**config.mk**
```make
export PLATFORM = sky130hd
export DESIGN_NAME = alu_4_bit
export DESIGN_NICKNAME = d
export VERILOG_FILES = /design/src/rtl/alu_pkg.sv /design/src/rtl/alu_4_bit_core.sv /design/src/rtl/alu_4_bit.sv
export SDC_FILE = /design/constraint.sdc
export NUM_CORES = 1
export LEC_CHECK = 0
export CAP_MARGIN = 5
export CORE_AREA = 4 4 41 43
export CTS_CLUSTER_DIAMETER = 80
export CTS_CLUSTER_SIZE = 24
export DETAILED_ROUTE_END_ITERATION = 16
export DIE_AREA = 0 0 45 47
export GPL_TIMING_DRIVEN = 0
export PLACE_DENSITY = 0.68
export REMOVE_ABC_BUFFERS = 1
export SKIP_LAST_GASP = 1
export SLEW_MARGIN = 20
export SYNTH_ARGS = -nofsm -noshare
export SYNTH_HDL_FRONTEND = slang
export SYNTH_SLANG_ARGS = --single-unit
```
**constraint.sdc**
```tcl
create_clock -name clk -period 0.9 [get_ports clk]
set_input_delay 0.18 -clock clk [delete_from_list [all_inputs] [get_ports clk]]
set_output_delay 0.18 -clock clk [all_outputs]
set_load 0.005 [all_outputs]
```
**src/rtl/alu_pkg.sv**
```systemverilog
// Shared types for the 4-bit ALU block.
// Opcode enum is imported by the DUT and its bench.
package alu_pkg;

  typedef enum logic [1:0] {
    Add           = 2'b00,
    Sub           = 2'b01,
    Not_A         = 2'b10,
    ReductionOR_B = 2'b11
  } opcode_e;

  localparam int unsigned OpW  = 4;
  localparam int unsigned ResW = OpW + 1;

endpackage

```
**src/rtl/alu_4_bit_core.sv**
```systemverilog
// Combinational ALU datapath: opcode, A, B -> next 5-bit result.
// Operands are sign-extended to 5 bits before any arithmetic.
module alu_4_bit_core
  import alu_pkg::*;
(
  input  opcode_e                  opcode,
  input  logic signed [OpW-1:0]    A,
  input  logic signed [OpW-1:0]    B,
  output logic signed [ResW-1:0]   result
);

  logic signed [ResW-1:0] a_ext;
  logic signed [ResW-1:0] b_ext;
  logic                   b_any;

  assign a_ext = {A[OpW-1], A};
  assign b_ext = {B[OpW-1], B};
  assign b_any = |B;

  always_comb begin
    result = '0;
    unique case (opcode)
      Add:           result = a_ext + b_ext;
      Sub:           result = a_ext - b_ext;
      Not_A:         result = ~a_ext;
      ReductionOR_B: result = {{(ResW-1){1'b0}}, b_any};
      default:       result = '0;
    endcase
  end

endmodule

```
**src/rtl/alu_4_bit.sv**
```systemverilog
// 4-bit signed ALU with a registered 5-bit result.
// Reset is asynchronous, active-low, and clears the result at once.
module alu_4_bit
  import alu_pkg::*;
(
  input  logic                    clk,
  input  logic                    reset,
  input  opcode_e                 opcode,
  input  logic signed [OpW-1:0]   A,
  input  logic signed [OpW-1:0]   B,
  output logic signed [ResW-1:0]  C
);

  logic signed [ResW-1:0] next_c;

  alu_4_bit_core u_core (
    .opcode (opcode),
    .A      (A),
    .B      (B),
    .result (next_c)
  );

  always_ff @(posedge clk or negedge reset) begin
    if (!reset) begin
      C <= '0;
    end else begin
      C <= next_c;
    end
  end

endmodule

```
-- Word-level counts from Yosys, hierarchy flattened
Cells that the tools add are included.
- input port bits: 12
- bits in registers: 5
- mux-type cells: 1
- reduce and logical (&&, ||, !) cells: 2
- eq/ne operators: 3
- add/subtract/negate cells: 2
- bitwise gates (word level): 1
- operators by type and width (operator ; number):
    $pmux W5 S4 ; 1
    $add A4 B4 Y5 ; 1
    $not A4 Y5 ; 1
    $sub A4 B4 Y5 ; 1
    $eq A2 B2 Y1 const B ; 2
    $reduce_or A4 Y1 ; 1
    $eq A2 B1 Y1 const B ; 1
    $logic_not A2 Y1 ; 1

-- Depth between registers and ports, before layout
Gate-level depths: netlist (run 1).
- depth after elaboration: 2
- depth in mapped cells: 9

-- By module
From an unflattened synthesis (run 1), not the netlist that was laid out.
- cell total of the unflattened synthesis: 57
- area, all modules: 500.5 µm²
- by module, submodules not included (module ; seq. area each (µm²) ; cells each ; area each (µm²) ; instances):
    alu_4_bit_core ; 0.0 ; 52 ; 375.4 ; 1
    alu_4_bit ; 125.1 ; 5 ; 125.1 ; 1

-- Worst setup path after synthesis (run 1)
OpenSTA, ideal clock, no wires.
- path type: in2reg
- start: in opcode[1]
- end: reg C[4]
- path buffers: 1
- slack: -1108 ps
- arrival time: 1939 ps
- cell stages on the path: 8
- setup time: 69 ps
- cells stage by stage: buf_2 -> nand2b_1 -> mux2i_1 -> fa_1 -> a21o_1 -> a21oi_1 -> mux2_2 -> nand3_1
- longest elaborated chain between the ends: 2
- elaborated cells between the ends (all ways): 5
- those cells by class: eq/ne (3); mux (1); reduce/logical (1)
- ends and longest elaborated chain (what ; RTL line ; RTL):
    from (decl) ; alu_4_bit.sv:8 ; input opcode_e opcode,
    $eq A2 B2 Y1, or another cell as far along ; alu_4_bit_core.sv:22 ; unique case (opcode)
    $pmux W5 S4 (*) ; alu_4_bit_core.sv:22 ;
    net next_c[4] ; alu_4_bit.sv:14 ; logic signed [ResW-1:0] next_c;
    to (signal assigned) ; alu_4_bit.sv:27 ; C <= next_c;
    to (decl) ; alu_4_bit.sv:11 ; output logic signed [ResW-1:0] C
The timed path passes the listed nets; every way through them passes the cells marked *.

-- Final worst setup path (run 1)
Ends and elaborated chain as after synthesis.

==> results.md, run 1 <==
- Status: finished, violations left
- Failing checks: negative setup slack
- FFs w/ async S/R, synth: 1.000
- H-tree levels: 1
- Post-synth top flop: dfrtp_1
- Commonest non-fill, non-tap cell in the layout: buf_4
- Post-Route WL: 1453 microns
- Crit path kind: in -> reg
- CP Launch Point: opcode[1]
- Clock Path Buffers: 2
- Via count: 556
- Unrepaired setup endpoints after global routing: true
- Port buffer count: 16
- Slew Limit Fails: 0
- Share of cells above drive strength 1: 0.6353
- CP startpoint kind: input pin
- Commonest cells after routing, fill and taps aside: buf_4 (8), buf_2 (7), dfrtp_1 (5)
- Worst hold path type: in -> async
- Worst-Margin Slew: 0.2818 ns
- Antenna diode count: 0
- Crit-path max FO: 3
- Area after DPL: 678.2 sq um
- Slowest stage delay, CP: 0.35 ns
- CTS Buf Count: 3
- Post-DRT Antenna Nets: 0
- Core area: 1301 sq um
- CP endpoint: C[4]$_DFF_PN0_
- Synth Area in Compound Gates: 0.2333
- Max Clk Rate: 633.6 MHz
- I/O pins: 17
- Simple-gate share of the synthesized area: 0.1811
- Slew HR: 0.8121
- Post-placement cell count: 87
- Worst Path Arrival: 1.75 ns
- Design Area, Final: 919.6 sq um
- Mean area per synthesized cell: 8.846 sq um
- Initial core utilization: 0.3875
- Largest regs: C (5)
- Die Ht: 47 microns
- Yosys cell types: 29
- Mapped Cells: 57
- Non-filler cells in the finished layout: 100
- Peak supply drop: 0.0005295 V
- 1st-iter DRT viols: 8
- CP required: 1.08 ns
- Placer's final routability congestion estimate: 0.7989
- Largest register by flop count: C
- Vias per cell: 5.560
- Seq/Total Area, Yosys: 0.2481
- Critical path endpoint category: flop
- CTS root buf: clkbuf_4
- Clock Sinks: 5
- Worst-path clk slew: 0.04 ns
- Syn-to-layout area delta: 82.38%
- Drt drc: 0
- Final core utilization: 0.7067
- Avg WL per Cell: 14.53 microns
- First-pass DRT Iterations: 6
- Number of synthesized flops with an enable pin: 0
- Post-Synth Adder-Cell Area: 0.1638
- Synthesized area: 504.2 sq um
- Hold Vio Cnt, Final: 0
- DIE WIDTH: 45 microns
- Max Cap Viol: 0
- Vias in the first global route: 598
- Top delay family on crit path: compound AO/OA/AOI/OAI gates
- Post-DP HPWL: 962.1 microns
- YS warnings: 0
- Initial antenna violation count: 0
- First-pass GRT wire length: 2470 microns
- Largest family of logic cells by synthesized area: compound AO/OA/AOI/OAI gates
- Stages on worst setup path: 8
- Crit path buffers/inverters: 1
- CTS tree: built
- P per Cell Area: 1199 nW/um^2
- Leak: 0.0004032 uW
- Largest net degree at the start of global routing: 9
- Hold Slack: 0.1552 ns
- Global Route Usage Sum: 0.1636
- Final setup vio count: 5
- Design Power: 1103 uW
- Synthesized flop and latch total: 5
- Nets: 104
- Congestion Overflow GR: 0
- Multiplexer area fraction after synthesis: 0.04218
- Slowest-stage cell, CP: fa_2
- Setup ws final: -0.6783 ns
- Die Footprint: 2115 sq um
- Fin crit share: 1.754
- Largest register FFs: 5
- Critical path cell sequence: buf_12 -> nand2b_4 -> mux2i_4 -> fa_2 -> a21o_1 -> a2111oi_2 -> o21ba_2 -> nand3_2
- XOR/XNOR share of the synthesized area: 0.06948
- Crit path time final: 1.578 ns
- Num rows: 13
- # fillers: 99
==> worst min path at each step <==
stage / startpoint / to / slack [ns]
after detailed placement: reset / C[2]$_DFF_PN0_ / 0.41
after global routing: reset / C[2]$_DFF_PN0_ / 0.17
after CTS: reset / C[2]$_DFF_PN0_ / 0.16
final: reset / C[1]$_DFF_PN0_ / 0.16
after floorplan: reset / C[0]$_DFF_PN0_ / -0.12
after global placement: reset / C[2]$_DFF_PN0_ / 0.41
==> per-layer routing <==
metal / GRT usage / wire [microns]
met5: 0 / 0
met4: 0.09942 / 22
met3: 0.04598 / 130
met2: 0.3051 / 762
met1: 0.1594 / 538
==> cell type report <==
| cell class | instances | area, sq um | share of cell area |
|---|---|---|---|
| clock buffers | 4 | 26.28 | 0.02857 |
| well taps | 15 | 18.77 | 0.02041 |
| flip-flops and latches | 5 | 125.1 | 0.1361 |
| inverters | 7 | 31.28 | 0.03401 |
| repair buffers | 25 | 206.4 | 0.2245 |
| multi-input cells | 44 | 511.7 | 0.5565 |
==> synthesized netlist by cell type, drive strengths merged, types with 2 or more instances <==
library cell / number / share of area
a2111oi: 2 / 0.035
a21oi: 3 / 0.030
dfrtp: 5 / 0.25
ha: 5 / 0.12
inv: 7 / 0.052
nand2b: 2 / 0.025
nand3: 2 / 0.020
nor2: 3 / 0.022
nor2b: 3 / 0.042
o211ai: 2 / 0.030
o21ai: 3 / 0.030
o22ai: 2 / 0.025
xnor2: 2 / 0.035
xor2: 2 / 0.035
==> cells by family after synthesis <==
kind of cell / Yosys count
AO/OA/AOI/OAI: 17
AND/OR/NAND/NOR: 15
buffers and inverters: 8
adder cells (fa/ha/maj): 6
flip-flops: 5
XOR/XNOR: 4
multiplexers: 2
==> per-stage QoR <==
step / setup slack (ns) / setup TNS [ns]
6_report: -0.6783 / -2.013
5_1_grt: -0.7672 / -2.344
4_1_cts: -0.6828 / -2.009
3_5_place_dp: -1.802 / -7.041
3_3_place_gp: -1.792 / -6.779
2_1_floorplan: -1.003 / -2.704
==> report_power, final <==
| group | total, uW | switching [uW] | internal [uW] | leakage (uW) |
|---|---|---|---|---|
| combinational | 577 | 271 | 306 | 0.000327 |
| sequential | 269 | 8.62 | 261 | 0.0000610 |
| clock | 256 | 89.0 | 167 | 0.0000150 |
==> timing repair <==
item / CTS / global route
pin swaps: 17 / 4
gates cloned: 0 / 0
buffers inserted: 6 / 3
hold buffers: 0 / 0
gates resized for setup: 82 / 20
endpoints found under the setup margin: 10 / 10
Note: power is estimated with default switching activity, not from simulation.
==> inputs of run 2 (changes only) <==
Settings changed: HOLD_SLACK_MARGIN set to 0.12, RECOVER_POWER set to 50.
==> run 2 against run 1 <==
Compared with the run above:
- the run still ends with negative setup slack left
- via count unchanged
- hold slack improved by 0.070 ns
- critical path depth unchanged
- largest cell class unchanged
==> results.md, run 2 (synthesized netlist as in run 1, its figures left out) <==
- Worst-path clk slew: 0.04 ns
- CP startpoint kind: input pin
- Post-Route WL: 1453 microns
- Worst hold path type: in -> async
- Failing checks: negative setup slack
- Core area: 1301 sq um
- Peak supply drop: 0.0005295 V
- 1st-iter DRT viols: 8
- First-pass GRT wire length: 2470 microns
- Post-DP HPWL: 962.1 microns
- Leak: 0.0004035 uW
- Crit-path max FO: 3
- Storage cell area: 125.1 sq um
- Vias per cell: 5.560
- I/O pins: 17
- Fin crit share: 1.754
- Largest regs: C (5)
- Crit path time final: 1.578 ns
- First-pass DRT Iterations: 6
- Post-placement cell count: 87
- Initial antenna violation count: 0
- Non-filler cells in the finished layout: 100
- Hold Vio Cnt, Final: 0
- Avg WL per Cell: 14.53 microns
- Initial core utilization: 0.3875
- Pre-CTS setup slack: -1.802 ns
- Share of cells above drive strength 1: 0.6353
- Crit path kind: in -> reg
- Nets: 104
- Num rows: 13
- CP required: 1.08 ns
- Congestion Overflow GR: 0
- CTS root buf: clkbuf_4
- Die Ht: 47 microns
- Critical path endpoint category: flop
- Syn-to-layout area delta: 82.38%
- Slew Limit Fails: 0
- Post-DRT Antenna Nets: 0
- CP Launch Point: opcode[1]
- DIE WIDTH: 45 microns
- Worst Path Arrival: 1.75 ns
- P per Cell Area: 1198 nW/um^2
- # fillers: 99
- Setup ws final: -0.6783 ns
- Port buffer count: 16
- Hold Buf Count CTS: 0
- Die Footprint: 2115 sq um
- Max Clk Rate: 633.6 MHz
- Clock Sinks: 5
- Commonest cells after routing, fill and taps aside: buf_4 (8), buf_2 (7), dfrtp_1 (5)
- CTS Buf Count: 3
- Antenna diode count: 0
- Global Route Usage Sum: 0.1636
- Placer's final routability congestion estimate: 0.7989
- Status: finished, violations left
- Unrepaired setup endpoints after global routing: true
- Vias in the first global route: 598
- Largest register by flop count: C
- Multi-input gate area: 511.7 sq um
- Via count: 556
- Worst-Margin Slew: 0.2818 ns
- Slew HR: 0.8121
- Drt drc: 0
- Final core utilization: 0.7067
- H-tree levels: 1
- Max Cap Viol: 0
- Largest register FFs: 5
- Commonest non-fill, non-tap cell in the layout: buf_4
- Largest net degree at the start of global routing: 9
- Clock Path Buffers: 2
- Total Neg Setup Slack: -2.013 ns
- CTS tree: built
- Final setup vio count: 5
- Design Power: 1102 uW
==> run 2: changes by cell type in the layout (fill, tap and decap cells not counted), sizes merged <==
| cell | before | now |
|---|---|---|
| clkdlybuf4s50 | 2 | 1 |
| dlygate4sd3 | 0 | 1 |
==> run 2: cell type report <==
cell class	count	share of cell area
inverter	7	0.03401
clock buffer	4	0.02857
multi-input combinational	44	0.5565
timing repair buffer	25	0.2245
sequential	5	0.1361
tap	15	0.02041
==> run 2: worst max-delay path: stages <==
cell,delay [ns]
buf_12,0.11
nand2b_4,0.16
mux2i_4,0.20
fa_2,0.35
a21o_1,0.21
a2111oi_2,0.29
o21ba_2,0.20
nand3_2,0.07
==> run 2: report_power, final <==
group	leakage [uW]	internal (uW)	switching, uW
combinational	0.000327	306	271
sequential	0.0000610	261	8.62
clock	0.0000150	167	89.0
total	0.000403	734	368
==> run 2: through the flow <==
| step | hold WS, ns | cell area, sq um |
|---|---|---|
| 2_1_floorplan | -0.1156 | 499.2 |
| 3_3_place_gp | 0.4130 | 678.2 |
| 3_5_place_dp | 0.4150 | 678.2 |
| 4_1_cts | 0.1620 | 814.5 |
| 5_1_grt | 0.2408 | 919.6 |
| 6_report | 0.2256 | 919.6 |
==> run 2: final timing paths <==
check / to
max: C[4]$_DFF_PN0_
min: C[1]$_DFF_PN0_
max in group asynchronous: C[4]$_DFF_PN0_
min in group clk: C[0]$_DFF_PN0_
==> run 2: timing repair <==
action                                  4_1_cts  5_1_grt
pin swaps                                    17        4
endpoints found under the setup margin       10       10
setup buffers                                 6        3
resized for setup                            82       20
==> run 2: per-layer routing <==
metal | wire [microns] | up-vias | global-route usage
met4 | 22 | 0 | 0.09942
li1 | - | 266 | -
met5 | 0 | - | 0
met3 | 130 | 5 | 0.04598
met1 | 538 | 263 | 0.1594
met2 | 762 | 22 | 0.3051
==> inputs of run 3 (changes only) <==
Settings changed: CAP_MARGIN 5 to unset.
==> results of run 3 <==
Final layout, timing and power as in run 2 (identical DEF).
